File: src/rtl/noc_rr_arbiter.sv
// -----------------------------------------------------------------------------
// noc_rr_arbiter
//
// Per-output crossbar arbiter for the NoC router. It sits between route compute
// and the crossbar mux select. Every output port picks one input port on its
// own, in one of two modes:
//   * Round-robin (MODE_TDM = 0): a request-aware rotating priority scan. The
//     winner keeps the output until its tail flit transfers or it drops its
//     request. This is the wormhole lock.
//   * TDM (MODE_TDM = 1): the legacy mode. A fixed slot rotates once per cycle
//     and ignores requests, tails and ready.
//
// Parameters
//   NPORTS       number of router ports (inputs = outputs), must be >= 2
//   ALLOW_UTURN  1: input o may win output o; 0: input o never wins output o
//   MODE_TDM     1: fixed rotating slots; 0: round-robin with wormhole lock
//
// Ports
//   clk          clock
//   rst          synchronous active-high reset
//   req_i        [o*NPORTS+i] input i has a flit for output o
//   tail_i       [i] the current flit at input i is a tail flit
//   out_ready_i  [o] downstream of output o accepts a flit this cycle
//   grant_o      [o*NPORTS+i] input i owns output o (decoded from registers)
//   busy_o       [o] output o is locked to an owner
// -----------------------------------------------------------------------------
module noc_rr_arbiter #(
   parameter int NPORTS      = 5,
   parameter bit ALLOW_UTURN = 1'b0,
   parameter bit MODE_TDM    = 1'b0
) (
   input  logic                     clk,
   input  logic                     rst,
   input  logic [NPORTS*NPORTS-1:0] req_i,
   input  logic [NPORTS-1:0]        tail_i,
   input  logic [NPORTS-1:0]        out_ready_i,
   output logic [NPORTS*NPORTS-1:0] grant_o,
   output logic [NPORTS-1:0]        busy_o
);

   localparam int PW = (NPORTS > 1) ? $clog2(NPORTS) : 1;

   typedef logic [PW-1:0] idx_t;

   typedef enum logic {
      ST_IDLE   = 1'b0,
      ST_LOCKED = 1'b1
   } state_t;

   // Port index increment. The wrap from NPORTS-1 to 0 is explicit, so a
   // port count that is not a power of two still rotates correctly.
   function automatic idx_t idx_inc(input idx_t v);
      if (v == idx_t'(NPORTS - 1)) begin
         return '0;
      end
      return v + idx_t'(1);
   endfunction

   for (genvar o = 0; o < NPORTS; o++) begin : g_out

      // Request column for this output: bit i is set when input i wants output o.
      logic [NPORTS-1:0] req_row;
      logic [NPORTS-1:0] grant_row;

      assign req_row                      = req_i[o*NPORTS +: NPORTS];
      assign grant_o[o*NPORTS +: NPORTS] = grant_row;

      if (MODE_TDM) begin : g_tdm
         // ------------------------------------------------------------------
         // Legacy TDM: the slot owner gets the output every cycle whether it
         // has anything to send or not.
         // ------------------------------------------------------------------
         localparam int SLOT_RST = (o + 1) % NPORTS;

         idx_t slot_q;
         idx_t slot_d;
         logic unused_tdm_inputs;

         // Requests, tails and ready play no part in TDM arbitration.
         assign unused_tdm_inputs = ^{req_row, tail_i, out_ready_i};

         // NOTE: every variable written in always_comb gets a default at the
         // top. A path that leaves it unassigned would infer a latch.
         always_comb begin
            slot_d = idx_inc(slot_q);
            if (!ALLOW_UTURN && (slot_d == idx_t'(o))) begin
               slot_d = idx_inc(slot_d);
            end
         end

         // NOTE: the reset here is synchronous and active-high, so rst is
         // sampled inside the clocked block and is not in the sensitivity list.
         always_ff @(posedge clk) begin
            if (rst) begin
               slot_q <= idx_t'(SLOT_RST);
            end else begin
               slot_q <= slot_d;
            end
         end

         always_comb begin
            grant_row = '0;
            for (int i = 0; i < NPORTS; i++) begin
               grant_row[i] = (slot_q == idx_t'(i));
            end
         end

         assign busy_o[o] = 1'b0;

      end else begin : g_rr
         // ------------------------------------------------------------------
         // Round-robin with wormhole lock, one IDLE/LOCKED FSM per output.
         // ------------------------------------------------------------------
         state_t            state_q, state_d;
         idx_t              owner_q, owner_d;
         idx_t              ptr_q,   ptr_d;
         logic [NPORTS-1:0] elig;
         idx_t              winner;
         logic              any_elig;
         logic              owner_req;
         logic              owner_tail;
         logic              transfer;

         // An input may not win its own output unless U-turns are allowed.
         always_comb begin
            elig = req_row;
            if (!ALLOW_UTURN) begin
               elig[o] = 1'b0;
            end
         end

         // Priority scan starts at ptr+1 and ends at ptr. The first eligible
         // input in that order wins.
         // NOTE: the scan uses blocking assignments. cand and any_elig must take
         // their new values within the same iteration. The state registers
         // below use non-blocking assignments only.
         always_comb begin : scan
            idx_t cand;
            cand     = ptr_q;
            winner   = ptr_q;
            any_elig = 1'b0;
            for (int k = 0; k < NPORTS; k++) begin
               cand = idx_inc(cand);
               if (!any_elig && elig[cand]) begin
                  any_elig = 1'b1;
                  winner   = cand;
               end
            end
         end

         assign owner_req  = req_row[owner_q];
         assign owner_tail = tail_i[owner_q];
         assign transfer   = owner_req && out_ready_i[o];

         always_comb begin
            state_d = state_q;
            owner_d = owner_q;
            ptr_d   = ptr_q;
            case (state_q)
               ST_IDLE: begin
                  // Acquisition ignores out_ready_i. The grant can be taken
                  // while downstream is stalled.
                  if (any_elig) begin
                     state_d = ST_LOCKED;
                     owner_d = winner;
                  end
               end
               ST_LOCKED: begin
                  // The lock drops when the tail flit moves or the owner gives
                  // up. In both cases the scan then resumes just past the
                  // owner, so the owner has lowest priority next time.
                  if (!owner_req || (transfer && owner_tail)) begin
                     state_d = ST_IDLE;
                     ptr_d   = owner_q;
                  end
               end
               default: begin
                  state_d = ST_IDLE;
               end
            endcase
         end

         always_ff @(posedge clk) begin
            if (rst) begin
               state_q <= ST_IDLE;
               owner_q <= '0;
               ptr_q   <= idx_t'(o);
            end else begin
               state_q <= state_d;
               owner_q <= owner_d;
               ptr_q   <= ptr_d;
            end
         end

         // The grant is decoded from registered state only, so no input has a
         // combinational path to the crossbar select.
         always_comb begin
            grant_row = '0;
            for (int i = 0; i < NPORTS; i++) begin
               grant_row[i] = (state_q == ST_LOCKED) && (owner_q == idx_t'(i));
            end
         end

         assign busy_o[o] = (state_q == ST_LOCKED);
      end
   end

endmodule
File: config.mk
export PLATFORM = sky130hd
export DESIGN_NAME = noc_rr_arbiter
export DESIGN_NICKNAME = d
export VERILOG_FILES = /design/src/rtl/noc_rr_arbiter.sv
export SDC_FILE = /design/constraint.sdc
export NUM_CORES = 1
export LEC_CHECK = 0
export CAP_MARGIN = 5
export CELL_PAD_IN_SITES_DETAIL_PLACEMENT = 2
export CELL_PAD_IN_SITES_GLOBAL_PLACEMENT = 2
export CORE_UTILIZATION = 33
export CTS_CLUSTER_DIAMETER = 80
export DETAILED_ROUTE_END_ITERATION = 10
export PLACE_DENSITY = 0.88
export SYNTH_ARGS = -nofsm -noshare
export SYNTH_HDL_FRONTEND = slang
export SYNTH_SLANG_ARGS = --single-unit
File: constraint.sdc
create_clock -name clk -period 6.1 [get_ports clk]
set_input_delay 0.915 -clock clk [delete_from_list [all_inputs] [get_ports clk]]
set_output_delay 0.915 -clock clk [all_outputs]
set_load 0.02 [all_outputs]
* Yosys cells after proc, flatten, opt, wreduce, memory -nomap -nowiden
Cells that the tools add are included.
** Operators by class
- Add/sub/neg operators :: 25
- Magnitude comparators :: 30
- Eq/ne operators :: 45
- Multiplexer cells :: 210
- Bitwise gates (word level) :: 5
- Reductions and logical operators :: 100
** Operators with widths (number)
- 3-bit two-way mux :: 75
- 3-bit by 4-bit less-than comparator with 1-bit output (second input constant) :: 30
- 1-bit binary-select mux with 3-bit select :: 35
- 1-bit two-way mux :: 95
- 3-bit equality test (second input constant) :: 30
- 3-bit by 1-bit adder with 3-bit output (second input constant) :: 25
- 1-bit logical AND :: 55
- 3-bit by 2-bit equality test with 1-bit output (second input constant) :: 10
- 1-bit zero test :: 25
- 2-bit AND reduction :: 10
- 3-bit by 1-bit equality test with 1-bit output (second input constant) :: 5
- 3-bit zero test :: 5
- 1-bit one-hot mux with 2 select lines :: 5
- 1-bit logical OR :: 5
- 1-bit inverter :: 5
** Word-level totals
- Register bits :: 35
- Bits of input ports :: 37
- Output and inout port bits :: 30

* Depth between registers and ports, before layout
- Depth after elaboration :: 21
- Depth in mapped cells :: 19

* Worst setup path after synthesis
Ideal clock, no wire load.
- Path kind :: register to register
- From :: register g_out[2].g_rr.ptr_q[0]
- To :: register g_out[2].g_rr.owner_q[2]
- Data arrival time :: 4.609 ns
- Required time :: 5.985 ns
- Slack :: 1.376 ns
- Stages on the path, launching flop included :: 19
- Buffers on the path :: 1
- Clock period less this slack :: 4.724 ns
- Cell sequence :: dfxtp_1 -> buf_1 -> inv_1 -> ha_1 -> a21oi_1 -> inv_1 -> ha_1 -> o21ai_0 -> a22oi_2 -> ha_1 -> or4_1 -> o211a_1 -> a2111oi_2 -> o221ai_1 -> a21boi_0 -> o2111a_1 -> o41ai_2 -> a21oi_1 -> o21a_1
** On the way
- Cells in the longest elaborated chain, start to end :: 20
- Elaborated cells between the ends (all ways) :: 49
** RTL lines
- start: declaration :: line 116 : idx_t ptr_q, ptr_d;
- start signal: assignment :: line 187 : ptr_q <= idx_t'(o);
- start signal: assignment :: line 191 : ptr_q <= ptr_d;
- branches (longest 2 deep; another with 3-bit by 1-bit adder with 3-bit output)
- 3-bit two-way mux (*) :: line 56 : return v + idx_t'(1);
- branches (longest 17 deep; another with 3-bit by 1-bit adder with 3-bit output)
- end signal: assignment :: line 190 : owner_q <= owner_d;
- end: declaration :: line 115 : idx_t owner_q, owner_d;
Mark *: on every way between the ends. The select of a mux whose other input is x is not followed.
A chain may end at the register's enable or synchronous reset.

* Worst setup path in the final report
Ends and elaborated chain as after synthesis.

==> flow_summary.ini <==
[synthesis]
ys_top_cells_by_area = dfxtp_1 (11%), ha_1 (8.1%), mux2i_1 (6.2%), nor2_1 (5.7%), nand2_1 (4.0%)
yosysSeqAreaShare = 0.1135
syn-num-nets = 947
synth.avg_cell_area_um2 = 7.099
synth_top_area_share = 0.1135
synth-seq-cells = 35
async_reset_ff_frac = 0
synth_ff_type = dfxtp_1
syn_inst = 870
synth_top_area_cell = dfxtp_1
syn_area_um2 = 6176
synth_edf_count = 0
yosys_warnings = 0
ys_types = 89

[timing]
min_period_over_period = 0.8880
finClkSkew_ns = 0.01137
max_freq_mhz = 184.6
min_period_ns = 5.417
hold_viol = 0
slew_headroom = 0.3782
holdWs_ns = 0.6018
final_max_slew_viol_count = 0
worst_pin_slew_ns = 0.9092
setup_tns_ns = 0
setup_violations = 0
rsz0062_at_grt = false

[global_route]
use_met3 = 0.02901
use_met1 = 0.3160
overflow = 0
met2_usage = 0.4455
grt_start_max_net_pins = 32
grt_pass1_wl_mm = 39.46
grt_most_used_layer = met2
grt_pass1_vias = 7572
grt_usage = 0.2467
antenna_found_initial = 0

[cells_and_area]
drive_gt1_frac = 0.05759
fillers = 2174
n_antenna_cell = 0
fin_cells = 1132
area_growth_pct = 14.73
fin_nets = 979
stdcell_area_um2 = 7086

[min_path]
hold_class = flop to flop
hold_path_depth = 1
hold_end = g_out[4].g_rr.state_q$_SDFF_PP0_
hold_start = g_out[4].g_rr.state_q$_SDFF_PP0_

[setup_path]
crit_arrival_ns = 5.60
cp_cell_sequence = inv_1 -> ha_1 -> a21oi_1 -> inv_1 -> ha_1 -> o21ai_0 -> a22oi_2 -> ha_1 -> or4_1 -> o211a_1 -> a2111oi_2 -> o221ai_1 -> a21boi_0 -> o2111a_1 -> o41ai_2 -> a21oi_1 -> o21a_1
cpMostUsedCell = ha_1
path_buf_inv = 2
reg2reg_depth = 17
r2r_slack_ns = 0.68
worstPathRequired_ns = 6.28
endpoint_kind = flop
timing.rr.start = g_out[2].g_rr.ptr_q[0]$_SDFFE_PP0P_
cpPeakStageDelay_ns = 0.59
critPathTopFamily = compound AO/OA/AOI/OAI gates
crit_fanout = 13
timing.rr.end = g_out[2].g_rr.owner_q[2]$_SDFFE_PP0P_
critPathSlowestCell = dfxtp_1
startpoint_type = flop
critPathKind = flop to flop

[power_and_ir_drop]
internal-power_mw = 1.987
p_total_mw = 4.683
p_per_area_nw_per_um2 = 660.9
leakage_nw = 2.799
p_clk_frac = 0.055
pwr-share-comb = 0.837
seq_power_share = 0.108
sw_frac_of_total = 0.5757
ir_worst_vdd_v = 0.0002630
p_sw_mw = 2.696

[detailed_routing]
drc_errors = 5
detail_route.vias_per_cell = 6.237
antenna_left = 0
first_iter_violations = 346
routedWlPerCell_um = 21.14
routed_wl_mm = 23.93
num_vias = 7060
first_pass_iters = 8

[run_status]
violations = design-rule violations
status = finished, violations left

[cts]
cts.hold.buffers_added = 0
numCtsBuffers = 5
cts_max_level = 2
cts_tree = yes
clock_latency_ns = 0.29
cts_sinks = 35
cts-resized-gates = 0
cts.path.max_buffers = 2
cts_setup_buffers = 0
cts_root_buf = clkbuf_16
clk_pin_slew_ns = 0.06

[run]
maxCapViolCount = 0

[placed_design]
dp_hpwl_mm = 18.57
dpl.cell_count = 1124
portBuffers = 66
placed_area_um2 = 6944
gp_congestion = 0.8359

[floorplan]
die_area_um2 = 19270
io_pins = 67
rows = 49
start_util = 0.3403
fp.coreArea_um2 = 18150
fp.dieW_um = 138.8
dieHeight_um = 138.8
-- layout make-up --
| class | instances | area (um^2) | area share |
|---|---|---|---|
| clock buffer | 6 | 128.9 | 0.01819 |
| clock inverter | 2 | 12.51 | 0.001766 |
| tap | 229 | 286.5 | 0.04044 |
| multi-input combinational | 727 | 5041 | 0.7115 |
| timing repair buffer | 67 | 668.1 | 0.09430 |
| inverter | 66 | 247.7 | 0.03496 |
| sequential | 35 | 700.7 | 0.09889 |
-- how the worst max path moves through the flow --
| stage | from | end | slack (ns) | cells past startpoint |
|---|---|---|---|---|
| floorplan | g_out[2].g_rr.ptr_q[0]$_SDFFE_PP0P_ | g_out[2].g_rr.owner_q[2]$_SDFFE_PP0P_ | 1.38 | 18 |
| global route | g_out[2].g_rr.ptr_q[0]$_SDFFE_PP0P_ | g_out[2].g_rr.owner_q[2]$_SDFFE_PP0P_ | 0.29 | 17 |
| CTS | g_out[2].g_rr.ptr_q[0]$_SDFFE_PP0P_ | g_out[2].g_rr.owner_q[2]$_SDFFE_PP0P_ | 0.67 | 17 |
| global placement | g_out[2].g_rr.ptr_q[0]$_SDFFE_PP0P_ | g_out[2].g_rr.owner_q[2]$_SDFFE_PP0P_ | 1.01 | 17 |
| detailed placement | g_out[2].g_rr.ptr_q[0]$_SDFFE_PP0P_ | g_out[2].g_rr.owner_q[2]$_SDFFE_PP0P_ | 0.75 | 17 |
| finish | g_out[2].g_rr.ptr_q[0]$_SDFFE_PP0P_ | g_out[2].g_rr.owner_q[2]$_SDFFE_PP0P_ | 0.68 | 17 |
-- power groups by stage --
stage               clock (mW)  combinational, mW  sequential, mW
finish                   0.258               3.92           0.506
CTS                      0.262               3.90           0.501
global placement             0               3.69           0.494
floorplan                    0               3.00           0.362
global route             0.272               4.30           0.522
detailed placement           0               3.85           0.503
-- through the flow --
stage                     setup WS, ns  utilization
after global placement           1.014       0.3827
after CTS                       0.6705       0.3904
after detailed placement        0.7482       0.3827
final                           0.6834       0.3904
after floorplan                  1.376            -
after global routing            0.2878       0.3904
-- per-layer routing --
layer | vias up | part of all wire
met1 | 3549 | 0.47
met5 | - | 0
met3 | 34 | 0.028
li1 | 3353 | -
met2 | 124 | 0.49
met4 | 0 | 0.013
-- cells by family (layout without fill, tap and decap cells) --
kind of cell / after synthesis / in the layout / share of synthesized area
AOI/OAI and AO/OA: 278 / 278 / 0.3290
xor gates and xnor gates: 3 / 3 / 0.004255
adders and majority gates: 40 / 40 / 0.08104
buffers and inverters: 108 / 141 / 0.07030
DFF: 35 / 35 / 0.1135
muxes: 58 / 58 / 0.1126
and+or+nand+nor: 348 / 348 / 0.2893
-- layout by cell type (no fill, tap or decap), types with 13 or more instances in the layout --
cell             netlist  final
mux2i_1               38     38
nand2_1               65     65
nand3_1               30     30
ha_1                  40     40
clkdlybuf4s50_1        0     66
a31oi_1               19     19
nor2_1                93     93
and3_1                22     22
o211ai_1              16     16
a21oi_1               46     46
inv_1                 64     64
dfxtp_1               35     35
o21a_1                13     13
nor3_1                28     28
nor2b_1               22     22
o21ai_0               41     41
-- cells in the mapped netlist, types with 9 or more instances --
master,number
a211o_1,9
a211oi_1,10
a21o_1,10
a21oi_1,46
a31oi_1,19
and2_1,11
and3_1,22
clkbuf_1,32
dfxtp_1,35
ha_1,40
inv_1,64
mux2_2,12
mux2i_1,38
nand2_1,65
nand3_1,30
nand4_1,10
nor2_1,93
nor2b_1,22
nor3_1,28
nor3b_1,12
o211ai_1,16
o21a_1,13
o21ai_0,41
o31ai_1,10
-- sequential cells by signal, indices dropped and copies added, names as in the netlist --
name	count
g_out.g_rr.state_q	5
g_out.g_rr.owner_q	15
g_out.g_rr.ptr_q	15
No activity file was read; power rests on OpenSTA's default activity.
